[config.mk]
export PLATFORM = sky130hd
export DESIGN_NAME = spi_master_ctrl
export DESIGN_NICKNAME = d
export VERILOG_FILES = /design/src/rtl/spi_pkg.sv /design/src/rtl/spi_byte_shifter.sv /design/src/rtl/spi_master_ctrl.sv
export SDC_FILE = /design/constraint.sdc
export NUM_CORES = 1
export LEC_CHECK = 0
export CORE_MARGIN = 4
export CORE_UTILIZATION = 65
export CTS_BUF_LIST = sky130_fd_sc_hd__clkbuf_8
export CTS_CLUSTER_SIZE = 28
export DETAILED_ROUTE_END_ITERATION = 16
export DONT_BUFFER_PORTS = 1
export GPL_TIMING_DRIVEN = 0
export HOLD_SLACK_MARGIN = 0.08
export MAX_ROUTING_LAYER = met4
export PLACE_DENSITY_LB_ADDON = 0.2
export SYNTH_ARGS = -nofsm -noshare
export SYNTH_HDL_FRONTEND = slang
export SYNTH_SLANG_ARGS = --single-unit
[constraint.sdc]
create_clock -name clk_i -period 3.01 [get_ports clk_i]
set_input_delay 0.602 -clock clk_i [delete_from_list [all_inputs] [get_ports clk_i]]
set_output_delay 0.602 -clock clk_i [all_outputs]
set_load 0.01 [all_outputs]
[src/rtl/spi_pkg.sv]
// Shared opcodes, request encodings and sequencer states for spi_master_ctrl.
// SPI_MST_CLR_EN compiles in the clear opcode.
package spi_pkg;

  localparam logic [7:0] SPI_CMD_WR = 8'h80;
  localparam logic [7:0] SPI_CMD_RD = 8'h08;
`ifdef SPI_MST_CLR_EN
  localparam logic [7:0] SPI_CMD_CLR = 8'h55;
`endif

  typedef enum logic [1:0] {
    REQ_WR   = 2'd0,
    REQ_RD   = 2'd1,
    REQ_CLR  = 2'd2,
    REQ_RSVD = 2'd3
  } req_cmd_e;

  typedef enum logic [2:0] {
    ST_IDLE,
    ST_SETUP,
    ST_CMD,
    ST_ADDR,
    ST_DATA,
    ST_HOLD,
    ST_GAP
  } state_e;

endpackage

[src/rtl/spi_byte_shifter.sv]
// One SPI byte (CPOL=0/CPHA=1): low half then high half per bit, MOSI changes on
// the rising edge, MISO captured on the falling edge; restarts seamlessly on start.
module spi_byte_shifter #(
  parameter int unsigned CLK_DIV = 8
) (
  input  logic       clk_i,
  input  logic       rst_n,
  input  logic       start,
  input  logic [7:0] tx_byte,
  input  logic       spi_miso_i,
  output logic       load,
  output logic       byte_done,
  output logic [7:0] rx_byte,
  output logic       spi_clk_o,
  output logic       spi_mosi_o
);

  localparam int unsigned HW = $clog2(CLK_DIV);

  logic          active_q;
  logic [HW-1:0] hcnt_q;
  logic [2:0]    bit_q;
  logic [7:0]    tx_q, rx_q, tx_src;
  logic          sclk_q, mosi_q;
  logic          half_end;

  assign half_end   = active_q && (hcnt_q == HW'(CLK_DIV - 1));
  // tx_byte is only needed on the cycle before the first rising edge
  assign load       = half_end && !sclk_q && (bit_q == 3'd0);
  assign byte_done  = half_end && sclk_q && (bit_q == 3'd7);
  assign rx_byte    = {rx_q[6:0], spi_miso_i};
  assign tx_src     = (bit_q == 3'd0) ? tx_byte : tx_q;
  assign spi_clk_o  = sclk_q;
  assign spi_mosi_o = mosi_q;

  always_ff @(posedge clk_i) begin
    if (!rst_n) begin
      active_q <= 1'b0;
      hcnt_q   <= '0;
      bit_q    <= '0;
      tx_q     <= '0;
      rx_q     <= '0;
      sclk_q   <= 1'b0;
      mosi_q   <= 1'b0;
    end else begin
      if (active_q) begin
        if (half_end) begin
          hcnt_q <= '0;
          sclk_q <= !sclk_q;
          if (!sclk_q) begin
            mosi_q <= tx_src[7];
            tx_q   <= {tx_src[6:0], 1'b0};
          end else begin
            rx_q  <= rx_byte;
            bit_q <= bit_q + 3'd1;
            if (bit_q == 3'd7) active_q <= start;
          end
        end else begin
          hcnt_q <= hcnt_q + HW'(1);
        end
      end else if (start) begin
        active_q <= 1'b1;
      end
    end
  end

endmodule

[src/rtl/spi_master_ctrl.sv]
// SPI master sequencer: csn framing, command/address/data bytes to the slave register memory.
// SPI_MST_CLR_EN enables the one-byte clear frame for req_cmd 2.
module spi_master_ctrl
  import spi_pkg::*;
#(
  parameter int unsigned CLK_DIV  = 8,
  parameter int unsigned CS_SETUP = 8,
  parameter int unsigned CS_HOLD  = 8
) (
  input  logic       clk_i,
  input  logic       rst_n,
  input  logic       req_i,
  input  logic [1:0] req_cmd_i,
  input  logic [7:0] req_addr_i,
  input  logic [3:0] req_len_i,
  output logic       req_ack_o,
  input  logic [7:0] wr_data_i,
  output logic       wr_data_rd_o,
  output logic [7:0] rd_data_o,
  output logic       rd_valid_o,
  output logic       busy_o,
  output logic       done_o,
  output logic       spi_csn_o,
  output logic       spi_clk_o,
  output logic       spi_mosi_o,
  input  logic       spi_miso_i
);

  state_e     state_q, state_d;
  logic [15:0] cnt_q, cnt_d;
  logic [3:0]  nbyte_q, nbyte_d;
  req_cmd_e    cmd_q;
  logic [7:0]  addr_q;
  logic [3:0]  len_q;
  logic        ack_q, ack_d, done_q, done_d, busy_q, busy_d, csn_q, csn_d;
  logic        rd_valid_q;
  logic [7:0]  rd_data_q;
  logic        start, load, byte_done, sh_clk, sh_mosi, spi_req;
  logic [7:0]  tx_byte, rx_byte, opcode;

  spi_byte_shifter #(.CLK_DIV(CLK_DIV)) u_shifter (
    .clk_i      (clk_i),
    .rst_n      (rst_n),
    .start      (start),
    .tx_byte    (tx_byte),
    .spi_miso_i (spi_miso_i),
    .load       (load),
    .byte_done  (byte_done),
    .rx_byte    (rx_byte),
    .spi_clk_o  (sh_clk),
    .spi_mosi_o (sh_mosi)
  );

  always_comb begin
    spi_req = (req_cmd_i == REQ_WR) || (req_cmd_i == REQ_RD);
`ifdef SPI_MST_CLR_EN
    spi_req = spi_req || (req_cmd_i == REQ_CLR);
`endif
  end

  always_comb begin
    opcode = SPI_CMD_WR;
    if (cmd_q == REQ_RD) opcode = SPI_CMD_RD;
`ifdef SPI_MST_CLR_EN
    else if (cmd_q == REQ_CLR) opcode = SPI_CMD_CLR;
`endif
  end

  always_comb begin
    case (state_q)
      ST_ADDR: tx_byte = addr_q;
      ST_DATA: tx_byte = (cmd_q == REQ_WR) ? wr_data_i : '0;
      default: tx_byte = opcode;
    endcase
  end

  always_comb begin
    state_d = state_q;
    cnt_d   = cnt_q;
    nbyte_d = nbyte_q;
    ack_d   = 1'b0;
    done_d  = 1'b0;
    busy_d  = busy_q;
    csn_d   = csn_q;
    start   = 1'b0;
    case (state_q)
      ST_IDLE: if (req_i) begin
        ack_d   = 1'b1;
        busy_d  = 1'b1;
        cnt_d   = '0;
        nbyte_d = '0;
        if (spi_req) begin
          csn_d   = 1'b0;
          state_d = ST_SETUP;
        end else begin
          // frameless command: reuse GAP, preloaded so done lands 2 cycles after ack
          state_d = ST_GAP;
          cnt_d   = 16'(CS_HOLD - 2);
        end
      end
      ST_SETUP: if (cnt_q == 16'(CS_SETUP - 1)) begin
        start   = 1'b1;
        state_d = ST_CMD;
      end else cnt_d = cnt_q + 16'd1;
      ST_CMD: if (byte_done) begin
        if ((cmd_q == REQ_WR) || (cmd_q == REQ_RD)) begin
          start   = 1'b1;
          state_d = ST_ADDR;
        end else begin
          cnt_d   = '0;
          state_d = ST_HOLD;
        end
      end
      ST_ADDR: if (byte_done) begin
        start   = 1'b1;
        nbyte_d = '0;
        state_d = ST_DATA;
      end
      ST_DATA: if (byte_done) begin
        if (nbyte_q == len_q) begin
          cnt_d   = '0;
          state_d = ST_HOLD;
        end else begin
          start   = 1'b1;
          nbyte_d = nbyte_q + 4'd1;
        end
      end
      ST_HOLD: if (cnt_q == 16'(CS_HOLD - 1)) begin
        csn_d   = 1'b1;
        cnt_d   = '0;
        state_d = ST_GAP;
      end else cnt_d = cnt_q + 16'd1;
      ST_GAP: if (cnt_q == 16'(CS_HOLD - 1)) begin
        done_d  = 1'b1;
        busy_d  = 1'b0;
        state_d = ST_IDLE;
      end else cnt_d = cnt_q + 16'd1;
      default: state_d = ST_IDLE;
    endcase
  end

  always_ff @(posedge clk_i) begin
    if (!rst_n) begin
      state_q    <= ST_IDLE;
      cnt_q      <= '0;
      nbyte_q    <= '0;
      cmd_q      <= REQ_WR;
      addr_q     <= '0;
      len_q      <= '0;
      ack_q      <= 1'b0;
      done_q     <= 1'b0;
      busy_q     <= 1'b0;
      csn_q      <= 1'b1;
      rd_valid_q <= 1'b0;
      rd_data_q  <= '0;
    end else begin
      state_q    <= state_d;
      cnt_q      <= cnt_d;
      nbyte_q    <= nbyte_d;
      ack_q      <= ack_d;
      done_q     <= done_d;
      busy_q     <= busy_d;
      csn_q      <= csn_d;
      rd_valid_q <= byte_done && (state_q == ST_DATA) && (cmd_q == REQ_RD);
      if (state_q == ST_IDLE && req_i) begin
        cmd_q  <= req_cmd_e'(req_cmd_i);
        addr_q <= req_addr_i;
        len_q  <= req_len_i;
      end
      if (byte_done && (state_q == ST_DATA) && (cmd_q == REQ_RD)) rd_data_q <= rx_byte;
    end
  end

  assign req_ack_o    = ack_q;
  assign done_o       = done_q;
  assign busy_o       = busy_q;
  assign rd_valid_o   = rd_valid_q;
  assign rd_data_o    = rd_data_q;
  assign wr_data_rd_o = load && (state_q == ST_DATA) && (cmd_q == REQ_WR);
  assign spi_csn_o    = csn_q;
  assign spi_clk_o    = sh_clk;
  assign spi_mosi_o   = sh_mosi & ~csn_q;

endmodule

Word-level counts from Yosys, hierarchy flattened
Index checks and enable logic that the tools add are counted.
{"block": "word_totals", "reg_bits": 73, "input_bits": 26, "output_inout_bits": 16}
{"block": "classes", "n_addsub": 4, "n_eq_ne": 24, "mux": 50, "bitwise_logic": 3, "reduce_logical": 32}
{"cell": "16-bit 2-to-1 mux", "n": 7}
{"cell": "16-bit case mux with 5 select lines", "n": 1}
{"cell": "3-bit 2-to-1 mux", "n": 12}
{"cell": "8-bit 2-to-1 mux", "n": 3}
{"cell": "2-bit != test, second input constant", "n": 12}
{"cell": "3-bit case mux with 7 select lines", "n": 1}
{"cell": "1-bit 2-to-1 mux", "n": 17}
{"cell": "16-bit by 1-bit adder with 16-bit output, second input constant", "n": 1}
{"cell": "16-bit by 3-bit == test with 1-bit output, second input constant", "n": 1}
{"cell": "4-bit 2-to-1 mux", "n": 4}
{"cell": "8-bit case mux with 2 select lines", "n": 1}
{"cell": "3-bit == test, second input constant", "n": 5}
{"cell": "4-bit case mux with 3 select lines", "n": 1}
{"cell": "1-bit logical AND", "n": 10}
{"cell": "3-bit AND reduction", "n": 3}
{"cell": "8-bit AND reduction", "n": 1}
{"cell": "7-bit AND reduction", "n": 1}
{"cell": "3-bit by 1-bit adder with 3-bit output, second input constant", "n": 2}
{"cell": "3-bit by 2-bit == test with 1-bit output, second input constant", "n": 2}
{"cell": "3-bit zero test", "n": 2}
{"cell": "2-bit AND reduction", "n": 3}
{"cell": "5-bit AND reduction", "n": 1}
{"cell": "5-bit nonzero test", "n": 1}
{"cell": "4-bit by 1-bit adder with 4-bit output, second input constant", "n": 1}
{"cell": "14 further kinds", "n": 20}

Depth between registers and ports, before layout
{"block": "logic_depth", "ltp_word": 10, "mapped_depth": 9, "mapped_depth_nobuf": 8}

Modules after synthesis
Synthesis repeated with hierarchy kept, for this count alone.
{"block": "unflattened", "hier_cells": 425, "hier_area_um2": 3644.7}
{"mod": "spi_master_ctrl", "instances": 1, "cells_per_inst": 307, "area_per_inst_um2": 2615.0, "seq_area_each_um2": 1001.0}
{"mod": "spi_byte_shifter", "instances": 1, "cells_per_inst": 118, "area_per_inst_um2": 1029.7, "seq_area_each_um2": 460.4}

Worst setup path before layout
Ideal clock, no wire load.
{"block": "synth_timing", "kind": "flip-flop to output port", "start": "register state_q[0]", "end": "output wr_data_rd_o", "arrival_time_ns": 1.320, "required_time_ns": 2.408, "path_slack_ns": 1.088, "path_stages_with_launch": 5, "path_cell_list": "dfxtp_1 buf_2 or3b_1 nor3_2 and3_1"}
{"block": "synth_between", "elab_chain_cells": 3}
{"item": "start, declared", "line": "spi_master_ctrl.sv:29", "rtl": "state_e state_q, state_d;"}
{"item": "start signal, assigned", "line": "spi_master_ctrl.sv:157", "rtl": "state_q <= state_d;"}
{"item": "3-bit == test", "line": "spi_master_ctrl.sv:179", "rtl": "assign wr_data_rd_o = load && (state_q == ST_DATA) && (cmd_q == REQ_WR);"}
{"item": "1-bit logical AND (2 in a row)", "line": "spi_master_ctrl.sv:179"}
{"item": "end, declared", "line": "spi_master_ctrl.sv:18", "rtl": "output logic wr_data_rd_o,"}
No other way between the ends.

Final worst setup path
Same ends and word-level chain as after synthesis.

==> summary.md <==
| Metric | Value |
|---|---|
| Status | finished, final reports clean |
| Synth Area in Adders | 2.53% |
| Mean Syn Cell Area | around 8.2 um^2 |
| Vias | between 3000 and 4000 |
| Yosys reg bits | between 70 and 80 |
| Critical-path cell with the highest stage delay | or3b_1 |
| GRT Util Overall | between 20% and 30% |
| Reg area | between 1000 and 1500 um^2 |
| Xor-xnor portion of the synthesized cell area | 4.91% |
| Worst path top cell family by delay | simple AND/OR/NAND/NOR gates |
| Postcts setup bufs | 0 |
| Worst Setup Path Type | reg -> out |
| Leak | ~1.3 nW |
| Worst-Margin Slew | around 580 ps |
| Combinational family with the most area after synthesis | simple AND/OR/NAND/NOR gates |
| Compound-cell area share of the yosys netlist | 16.1% |
| HPWL Detailed | 5730 um |
| Diode count | 0 |
| Synth warnings | 0 |
| Crit-path max FO | 9 |
| Routed vias/inst | 5.96 |
| Longest Clk Path Bufs | 2 |
| CTS Buf Count | 9 |
| EDFF count, synth | 0 |
| Hold crit path type | in -> reg |
| Synth unique cells | 51 |
| Post-Synthesis Net Count | about 450 |
| Data arrival time of the worst path | 1880 ps |
| Most frequent cells in the layout | nand2_1 (77), dfxtp_1 (73), nor2_1 (47) |
| Maxcap violations | 0 |
| Cell area after synthesis | 3470 um^2 |
| First-pass DRT Iterations | 5 |
| RSZ-0062 raised after global routing | false |
| Post-route ant nets | 0 |
| Pins Over Slew Limit | 0 |
| Multiplexer area fraction after synthesis | roughly 3.2% |
| Final setup vio count | 0 |
| DIE HEIGHT | between 80 and 90 um |
| Hold-fix buffer count after cts | 0 |
| Rel. slew slack | between 60 and 70% |
| # fillers | between 400 and 500 |
| PwrDens | 766 nW/um^2 |
| Startpoint Class | flip-flop |
| Post-synth top area share | ~42% |
| Post-layout min period | ~2500 ps |
| Routed WL per cell | roughly 16 um |
| H-tree depth | 3 |
| Port Buffers | 0 |
| Design Power | 2.88 mW |
| Max frequency | between 400 and 500 MHz |
| Int Pwr | approximately 1.8 mW |
| FFs w/ async S/R, synth | 0% |
| Skew-Pair Late Insertion Delay | 350 ps |
| CTS Sinks | 73 |
| Comb pwr share | 34.2% |
| # rows | 26 |
| Io pins | 42 |
| Tcrit/Tclk final | between 80 and 90% |
| Drt drc | 0 |
| Ratio of cells with drive above 1 in the final layout | under 10% |
| Final wirelength | roughly 8000 um |
| Clk_skew | between 7 and 8 ps |
| Multi-input logic area | between 1500 and 2000 um^2 |
| Largest stage delay, worst path | 450 ps |
| WP buf/inv | 1 |
| First-pass GRT wire length | 13300 um |
| DRT iter0 DRCs | about 250 |
| CP Launch Point | state_q[0] |
| Worst r2r src | u_shifter.hcnt_q[0] |
| Post-synth top flop | dfxtp_1 |
| Setup TNS Final | 0 ps |
| Largest area contributor in the netlist | dfxtp_1 |
| CTS resizes | 0 |
| Initial antenna violation count | 0 |
| Initial Utilization | 67.5% |
| Sw power | 1.11 mW |
| Commonest non-fill, non-tap cell in the layout | nand2_1 |
| Dominant cells by area after synthesis | dfxtp_1 (42%), nand2_1 (8.3%), nor2_1 (5.1%) |
| DIE WIDTH | just over 80 um |
| CTS tree | yes |
| Synthesis-to-finish area growth | 8.41% |
| Launch point of the worst hold path | req_len_i[3] |
| Total grt overflow | 0 |
| Largest net degree at the start of global routing | 14 |
| Part of the Yosys area used for sequential elements | a little over two fifths |
| Sequential Power Share | between 30% and 40% |
| CORE AREA | 5140 um^2 |
| GP Congestion | 0.940 |
| Cells after Synth | ~420 |
| Area share of and/or/nand/nor cells after synthesis | 27.0% |
| Vias in the first global route | around 2800 |
| Sw frac | between 30% and 40% |
| Root buffer selected by CTS | clkbuf_8 |
| VDD IR max | 0.416 mV |
| Crit path required time | roughly 2400 ps |
| Hold Vio Cnt, Final | 0 |
| Die area | approximately 6600 um^2 |
| Reg clk slew, reported paths | 80 ps |
| CP Cell Sequence | buf_2, or3b_1, nor3_2, and3_1 |
| Critical Path Sink Type | output port |
| Clk pwr share | between 20% and 30% |
| NumNets Final | approximately 470 |
[Yosys cell counts, drive strengths merged (4+ instances only)]
library cell	count
nand2	77
dfxtp	73
nor2	47
a21oi	34
o21ai	18
nand3	14
clkbuf	13
buf	12
mux2i	11
nand4	11
xor2	11
and3	9
inv	8
ha	7
a221oi	6
nor3	6
o31ai	6
a31oi	5
nand3b	5
xnor2	5
and2	4
nand2b	4
[state kept, by name (all words and copies together), names as in the netlist, 4 cells and up]
signal	cells
cnt_q	16
addr_q	8
rd_data_o	8
u_shifter.rx_q	7
u_shifter.tx_q	7
len_q	4
nbyte_q	4
[cell families (layout without fill, tap and decap cells)]
family          after synthesis  count (layout)
simple gates                194             194
compound gates               87              87
flops                        73              73
buf+inv                      33              49
xor+xnor                     16              16
mux                          11              11
fa+ha+maj                     7               7
[routing by layer]
metal	track usage [%]	share of wire (%)
met1	34.3	44
met2	41.1	47
met3	7.21	6.8
met4	10.6	2.0
met5	-	0
[power groups by stage]
stage          registers [mW]  clock network, mW  logic [mW]
2_1_floorplan            1.12                  0       0.754
4_1_cts                  1.11              0.794       0.967
3_5_place_dp             1.13                  0       0.962
6_report                 1.11              0.785       0.984
3_3_place_gp             1.13                  0       0.953
5_1_grt                  1.12              0.843        1.08
[per-stage QoR]
step	setup slack (ps)	utilization, %	cells	area, um^2	hold WS, ps
finish	526	73.1	507	3760	376
global route	399	73.1	507	3760	362
CTS	528	73.1	507	3760	367
detailed placement	752	69.2	491	3550	450
global placement	829	69.2	491	3550	436
floorplan	1090	-	421	3470	427
[path summary, 6_finish.rpt]
path,slack [ps],end,cells after the start
hold / removal,380,len_q[3],2
setup reg to reg,620,cnt_q[15],8
setup / recovery,530,wr_data_rd_o,4
hold reg to reg,460,addr_q[5],2
[worst register-to-register path: stages, from the launching register on]
cell	delay, ps
dfxtp_1	380
ha_1	210
ha_1	280
and4_1	380
o21ai_1	150
o21ai_4	130
nand2_1	130
or4_1	510
a21oi_1	160
[final cells by class]
class | count | area share, %
inverter | 8 | 0.799
clock buffer | 10 | 3.66
sequential | 73 | 38.9
tap | 70 | 2.33
buffer | 25 | 3.00
clock inverter | 6 | 1.76
multi-input combinational | 315 | 49.6
Note: power is estimated with default switching activity, not from simulation.
